## src/rtl/term_bus_connect_sequencer.sv

```systemverilog
// Per-bit connection mask between an internal net bus and an output term bus.
// Connect/erase commands arrive over valid/ready; range commands sweep one bit per cycle.
module term_bus_connect_sequencer #(
   parameter  int               WIDTH      = 32,
   parameter  logic [WIDTH-1:0] RESET_MASK = {WIDTH{1'b1}},
   localparam int               IDXW       = $clog2(WIDTH)
) (
   input  logic             clk,
   input  logic             rst_n,
   input  logic [WIDTH-1:0] net_in,
   input  logic             cmd_valid,
   output logic             cmd_ready,
   input  logic [1:0]       cmd_op,
   input  logic [IDXW-1:0]  cmd_lo,
   input  logic [IDXW-1:0]  cmd_hi,
   output logic [WIDTH-1:0] term_out,
   output logic [WIDTH-1:0] conn_mask,
   output logic             busy,
   output logic             done,
   output logic             err,
   output logic [1:0]       dbg_state
);

   localparam logic [1:0] S_IDLE  = 2'd0;
   localparam logic [1:0] S_SWEEP = 2'd1;
   localparam logic [1:0] S_DONE  = 2'd2;

   localparam logic [1:0] OP_CONNECT_RANGE = 2'd0;
   localparam logic [1:0] OP_CONNECT_ALL   = 2'd2;
   localparam logic [1:0] OP_ERASE_ALL     = 2'd3;

   localparam logic [IDXW:0] LAST_IDX = (IDXW+1)'(WIDTH-1);

   logic [1:0]       r_state;
   logic [IDXW-1:0]  r_cursor;
   logic [IDXW-1:0]  r_hi;
   logic             r_val;
   logic             r_err_pending;
   logic [WIDTH-1:0] r_mask;
   logic [WIDTH-1:0] r_term;

   logic             w_accept;
   logic             w_reject;

   // Handshake: a command transfers on a rising edge where cmd_valid && cmd_ready;
   // cmd_ready is high only in IDLE and out of reset, and cmd_* are sampled only then.
   assign cmd_ready = rst_n & (r_state == S_IDLE);
   assign w_accept  = cmd_valid & cmd_ready;
   assign w_reject  = (cmd_lo > cmd_hi) || ({1'b0, cmd_hi} > LAST_IDX);

   always_ff @(posedge clk) begin
      if (!rst_n) begin
         r_state       <= S_IDLE;
         r_cursor      <= '0;
         r_hi          <= '0;
         r_val         <= 1'b0;
         r_err_pending <= 1'b0;
         r_mask        <= RESET_MASK;
         r_term        <= '0;
      end else begin
         r_term <= net_in & r_mask;
         case (r_state)
            S_IDLE: begin
               if (w_accept) begin
                  if (cmd_op == OP_CONNECT_ALL) begin
                     r_mask  <= '1;
                     r_state <= S_DONE;
                  end else if (cmd_op == OP_ERASE_ALL) begin
                     r_mask  <= '0;
                     r_state <= S_DONE;
                  end else if (w_reject) begin
                     r_err_pending <= 1'b1;
                     r_state       <= S_DONE;
                  end else begin
                     r_cursor <= cmd_lo;
                     r_hi     <= cmd_hi;
                     r_val    <= (cmd_op == OP_CONNECT_RANGE);
                     r_state  <= S_SWEEP;
                  end
               end
            end
            // hi was range-checked at acceptance, so the cursor never runs past WIDTH-1.
            S_SWEEP: begin
               r_mask[r_cursor] <= r_val;
               if (r_cursor == r_hi) begin
                  r_state <= S_DONE;
               end else begin
                  r_cursor <= r_cursor + IDXW'(1);
               end
            end
            S_DONE: begin
               r_err_pending <= 1'b0;
               r_state       <= S_IDLE;
            end
            default: r_state <= S_IDLE;
         endcase
      end
   end

   assign busy      = (r_state != S_IDLE);
   assign done      = (r_state == S_DONE);
   assign err       = done & r_err_pending;
   assign conn_mask = r_mask;
   assign term_out  = r_term;
   assign dbg_state = r_state;

endmodule

```

## config.mk

```make
export PLATFORM = sky130hd
export DESIGN_NAME = term_bus_connect_sequencer
export DESIGN_NICKNAME = d
export VERILOG_FILES = /design/src/rtl/term_bus_connect_sequencer.sv
export SDC_FILE = /design/constraint.sdc
export NUM_CORES = 1
export LEC_CHECK = 0
export BUFFER_PORTS_ARGS = -buffer_cell sky130_fd_sc_hd__buf_2
export CAP_MARGIN = 20
export CORE_UTILIZATION = 52
export CTS_BUF_LIST = sky130_fd_sc_hd__clkbuf_8
export CTS_CLUSTER_SIZE = 25
export DETAILED_ROUTE_END_ITERATION = 12
export GPL_ROUTABILITY_DRIVEN = 0
export PLACE_DENSITY_LB_ADDON = 0.05
export SKIP_CTS_REPAIR_TIMING = 1
export SLEW_MARGIN = 15
export SYNTH_ARGS = -nofsm -noshare
export SYNTH_HDL_FRONTEND = slang
export SYNTH_SLANG_ARGS = --single-unit
```

## constraint.sdc

```tcl
create_clock -name clk -period 2.3 [get_ports clk]
set_clock_uncertainty 0.05 [all_clocks]
set_input_delay 0.115 -clock clk [delete_from_list [all_inputs] [get_ports clk]]
set_output_delay 0.115 -clock clk [all_outputs]
set_load 0.01 [all_outputs]
```

Yosys cells after proc, flatten, opt, wreduce, memory -nomap -nowiden
Cells that the tools add are included.
{"block": "classes", "addsub": 1, "order_cmp": 3, "eq_ne": 13, "muxes": 24, "bitwise": 7, "reduce_logical": 11}
{"op": "two-way mux 32 bit", "n": 3}
{"op": "one-hot mux 32 bit (2 select lines)", "n": 1}
{"op": "AND 32 bit", "n": 1}
{"op": "bitwise mux 32 bit", "n": 1}
{"op": "two-way mux 5 bit", "n": 5}
{"op": "!= test 2 bit, second input constant", "n": 7}
{"op": "two-way mux 2 bit", "n": 5}
{"op": "one-hot mux 5 bit (2 select lines)", "n": 1}
{"op": "AND reduction 5 bit", "n": 2}
{"op": "== test 2 bit, second input constant", "n": 3}
{"op": "less-than comparator 5 x 6 -> 1 bit, second input constant", "n": 1}
{"op": "AND reduction 6 bit", "n": 1}
{"op": "nonzero test 2 bit", "n": 3}
{"op": "adder 5 x 1 -> 5 bit, second input constant", "n": 1}
{"op": "demux 1 bit (select 5 bit)", "n": 1}
{"op": "== test 5 bit", "n": 1}
{"op": ">= comparator 5 x 1 -> 1 bit, second input constant", "n": 1}
{"op": "greater-than comparator 5 bit", "n": 1}
{"op": "two-way mux 1 bit", "n": 5}
{"op": "zero test 2 bit", "n": 2}
{"op": "one-hot mux 2 bit (2 select lines)", "n": 1}
{"op": "AND 1 bit", "n": 3}
{"op": "!= test 3 x 1 -> 1 bit, second input constant", "n": 1}
{"op": "inverter 1 bit", "n": 3}
{"op": "other kinds (5)", "n": 5}
{"block": "word_totals", "reg_bits": 78, "out_inout_bits": 70, "wordCells": 66}

Longest topological paths before layout
{"block": "logic_depth", "word_depth": 6, "mapped_depth": 8, "ltp_nobuf": 7}

Worst setup path after synthesis
OpenSTA, ideal clock, no wires.
{"block": "synth_timing", "path_type": "reg2reg", "startpoint": "reg r_state[0], in the netlist dbg_state[0]", "endpoint": "reg r_cursor[4]", "t_arrival_ps": 1622, "required_time_ps": 2113, "setup_slack_ps": 491, "path_stages_with_launch": 9, "period_less_slack_ps": 1809, "path_cell_list": "dfxtp_1 > buf_6 > or2_1 > buf_6 > or2_1 > buf_6 > o221a_1 > a221oi_2 > a221oi_1"}
{"block": "synth_between", "elab_chain_len": 5}
{"item": "start: declaration", "line_no": "34", "source": "logic [1:0] r_state;"}
{"item": "start signal: assignment", "line_no": "53", "source": "r_state <= S_IDLE;"}
{"item": "start signal: assignment", "line_no": "67", "source": "r_state <= S_DONE;"}
{"item": "start signal: assignment", "line_no": "70", "source": "r_state <= S_DONE;"}
{"item": "zero test 2 bit", "line_no": "47, 62"}
{"item": "AND 1 bit", "line_no": "47", "source": "assign cmd_ready = rst_n & (r_state == S_IDLE);"}
{"item": "AND 1 bit", "line_no": "48", "source": "assign w_accept = cmd_valid & cmd_ready;"}
{"item": "!= test 2 bit (no source line)"}
{"item": "AND reduction 6 bit (no source line)"}
{"item": "end signal: assignment", "line_no": "75", "source": "r_cursor <= cmd_lo;"}
{"item": "end signal: assignment", "line_no": "88", "source": "r_cursor <= r_cursor + IDXW'(1);"}
{"item": "end: declaration", "line_no": "35", "source": "logic [IDXW-1:0] r_cursor;"}
Several ways; a longest one is shown, not always the timed one.
A chain may end at the register's enable or synchronous reset.

Worst setup path in the final report
{"block": "layout_timing", "startpoint": "reg r_state[0], in the netlist dbg_state[0]", "endpoint": "reg r_mask[28], in the netlist conn_mask[28]"}
{"block": "layout_between", "elab_chain_len": 5}
{"item": "zero test 2 bit", "line_no": "47, 62"}
{"item": "AND 1 bit", "line_no": "47"}
{"item": "AND 1 bit", "line_no": "48"}
{"item": "!= test 2 bit (no source line)"}
{"item": "AND reduction 3 bit (no source line)"}
{"item": "end signal: indexed assignment", "line_no": "84", "source": "r_mask[r_cursor] <= r_val;"}
{"item": "end: declaration", "line_no": "39", "source": "logic [WIDTH-1:0] r_mask;"}
Several ways; a longest one is shown, not always the timed one.

==> reports/qor.csv <==
metric;value;unit
WS Path Type;reg -> reg;
Initial Utilization;55.0;%
DP Area;0.00417;mm2
failing checks;DRC, hold timing;
PortBufs;116;
status;complete, but fails checks;
synthesized flop and latch total;78;
worst reg2reg startpoint;dbg_state[0]$_SDFFE_PN0P_;
Fmax;462;MHz
initial antenna violation count;0;
Core Region;0.00649;mm2
Critical Path Start;dbg_state[0]$_SDFFE_PN0P_;
slowest stage delay, CP;0.49;ns
Final period util;94.2;%
# IOs;117;
main combinational cell family by area after synthesis;compound AO/OA/AOI/OAI gates;
Rows;29;
CTS Buf Count;9;
die height;84.9;um
CP Cell Sequence;nor2b_1, nand3_1, o21a_1, o311ai_0;
XOR/XNOR Fraction of Synth Area;1.23;%
P_leak;2.09;nW
crit end category;flip-flop;
largest net degree at the start of global routing;58;
CTS tree;built;
Fin Setup TNS;0;ns
Worst IR Drop VDD;0.394;mV
cell area after synthesis;0.00357;mm2
Pre-antenna DRT Iters;9;
Total Routed Length;9.71;mm
post-synthesis cell count;404;
Max Slew Vio Count;0;
fraction of layout cells with a size suffix above 1;26.6;%
min Tclk post-route;2.17;ns
HP Class;in -> reg;
yosys warns;0;
area grow syn2layout;31.2;%
area fraction in compound gates after synthesis;28.6;%
syn nets;460;
multiplexer share of the synthesized area;0.841;%
dpl hpwl;6.12;mm
root buffer cell;clkbuf_8;
post-synthesis simple-gate area fraction;16.7;%
DRC;8;
power per cell area;652;mW/mm2
clk slew on worst S/H paths;0.08;ns
Die W;84.9;um
clk sink count;78;
Setup violations, final;0;
CP max-delay cell;dfxtp_1;
CP Data Required Time;2.48;ns
Fin Hold WS;-0.0181;ns
CTS Buffer Depth;2;
final instance area;0.00468;mm2
Iteration-0 DRC Markers;177;
Final Hold Vio Count;2;
critical path peak fanout;10;
Routed Antenna Nets;0;
number of max-cap violations;0;
clk_lat worst skew;0.36;ns
syn avg cell area;8.84;um2
register area share after synthesis;43.7;%
vias after detailed routing;3637;
Antenna Cells;0;
Worst slew margin;44.6;%
worst-margin pin slew;0.830;ns
vias in the first global route;3064;
Reg2Reg Depth;4;
worst hold start;cmd_hi[2];
Netlist cell types;40;
Nets;598;
Startpoint Class;flip-flop;
htree depth;3;
RSZ-0062 raised after global routing;false;
critical path arrival;2.35;ns
global-route wire length before repair;14.9;mm
Synth Area in Adders;3.15;%
GRT overflow;0;
Avg Vias per Cell;5.85;
total die area;0.00720;mm2
GRT Util Overall;26.0;%
WHS Path Cells;3;
Routed wire per std cell;15.6;um
## cell type report
cell class | instances | area (um2)
fillers | 521 | 1810
multi-input cells | 280 | 1810
flip-flops and latches | 78 | 1560
repair buffers | 164 | 1030
clock buffers | 9 | 124
well taps | 77 | 96.3
inverters | 9 | 33.8
clock inverters | 5 | 28.8
## path summary, 6_finish.rpt
kind                                endpoint  slack, ns
hold / removal          r_hi[2]$_SDFFE_PN0P_      -0.02
setup / recovery  conn_mask[28]$_SDFFE_PN1P_       0.13
hold reg to reg       term_out[6]$_SDFF_PN0_       0.44
setup reg to reg  conn_mask[28]$_SDFFE_PN1P_       0.13
## stage by stage
step	cells	setup slack, ns	util, %	power, mW
floorplan	404	0.491	-	1.93
global placement	572	0.280	64.1	2.14
detailed placement	572	0.191	64.1	2.15
CTS	586	0.192	66.5	3.00
global route	622	0.00791	72.1	3.19
finish	622	0.133	72.1	3.05
## synth_stat cells (all sizes together)
| master | number | share of area (%) |
|---|---|---|
| o221a | 1 | 0.32 |
| o22ai | 2 | 0.35 |
| a31oi | 1 | 0.18 |
| nor3 | 3 | 0.42 |
| dfxtp | 78 | 44 |
| nor2b | 6 | 1.1 |
| nand2b | 1 | 0.18 |
| a221oi | 2 | 0.67 |
| and2 | 3 | 0.53 |
| clkbuf | 22 | 2.3 |
| nand3b | 4 | 0.84 |
| or3 | 3 | 0.53 |
| o211ai | 2 | 0.42 |
| xnor2 | 5 | 1.2 |
| o21a | 29 | 6.1 |
| nor2 | 14 | 1.5 |
| a21o | 1 | 0.21 |
| and3 | 36 | 6.3 |
| o32ai | 3 | 0.74 |
| o31ai | 3 | 0.63 |
| nand2 | 14 | 1.5 |
| and3b | 2 | 0.49 |
| o2111ai | 1 | 0.25 |
| o21ai | 36 | 5.0 |
| nor3b | 3 | 0.63 |
| ha | 9 | 3.2 |
| inv | 9 | 0.95 |
| nand3 | 13 | 1.8 |
| a211oi | 3 | 0.63 |
| or2b | 1 | 0.21 |
| nor4 | 1 | 0.18 |
| o311ai | 28 | 6.9 |
| or2 | 3 | 0.53 |
| buf | 15 | 2.5 |
| a21oi | 44 | 6.2 |
| mux2i | 3 | 0.84 |
## critical path, delay by kind of cell, from the launching register on
family / cells / cell delay [ns]
and+or+nand+nor: 2 / 0.86
DFF: 1 / 0.49
AOI/OAI and AO/OA: 2 / 0.63
## metal layers
metal	vias to the layer above	GRT usage, %	wire length (um)
met5	-	0	0
met4	0	11.4	171
met3	12	4.47	546
met2	139	42.0	4570
met1	1706	34.4	4420
li1	1780	-	-
## sequential cells by signal, summed over array words and instances (netlist names)
name	count
r_err_pending	1
r_val	1
term_out	32
conn_mask	32
dbg_state	2
r_cursor	5
r_hi	5
## cells by family (layout without fill, tap and decap cells)
| logic type | Yosys count | in the layout |
|---|---|---|
| AO/OA/AOI/OAI | 156 | 156 |
| AND/OR/NAND/NOR | 107 | 107 |
| flip-flops | 78 | 78 |
| buffers and inverters | 46 | 187 |
| adder cells (fa/ha/maj) | 9 | 9 |
| XOR/XNOR | 5 | 5 |
| multiplexers | 3 | 3 |
## cell usage in the layout, fill, tap and decap left out, drive strengths merged, types with 2 or more instances in the layout
master,netlist,final
dfxtp,78,78
nand2,14,14
mux2i,3,3
a221oi,2,2
o32ai,3,3
xnor2,5,5
and3,36,36
o21ai,36,36
ha,9,9
nor2b,6,6
nand3,13,13
or3,3,3
a21oi,44,44
inv,9,9
clkinv,0,5
or2,3,3
o211ai,2,2
o22ai,2,2
buf,15,128
nor2,14,14
nor3b,3,3
o31ai,3,3
o311ai,28,28
nor3,3,3
and2,3,3
a211oi,3,3
and3b,2,2
dlygate4sd3,0,36
nand3b,4,4
o21a,29,29
clkbuf,22,9
## power by group
group	switching (mW)	total (mW)	internal (mW)	leakage, nW
Clock	0.498	0.872	0.374	0.0845
Combinational	0.358	0.654	0.296	1.36
Sequential	0.0697	1.53	1.46	0.644
(Power assumes the default switching activity.)
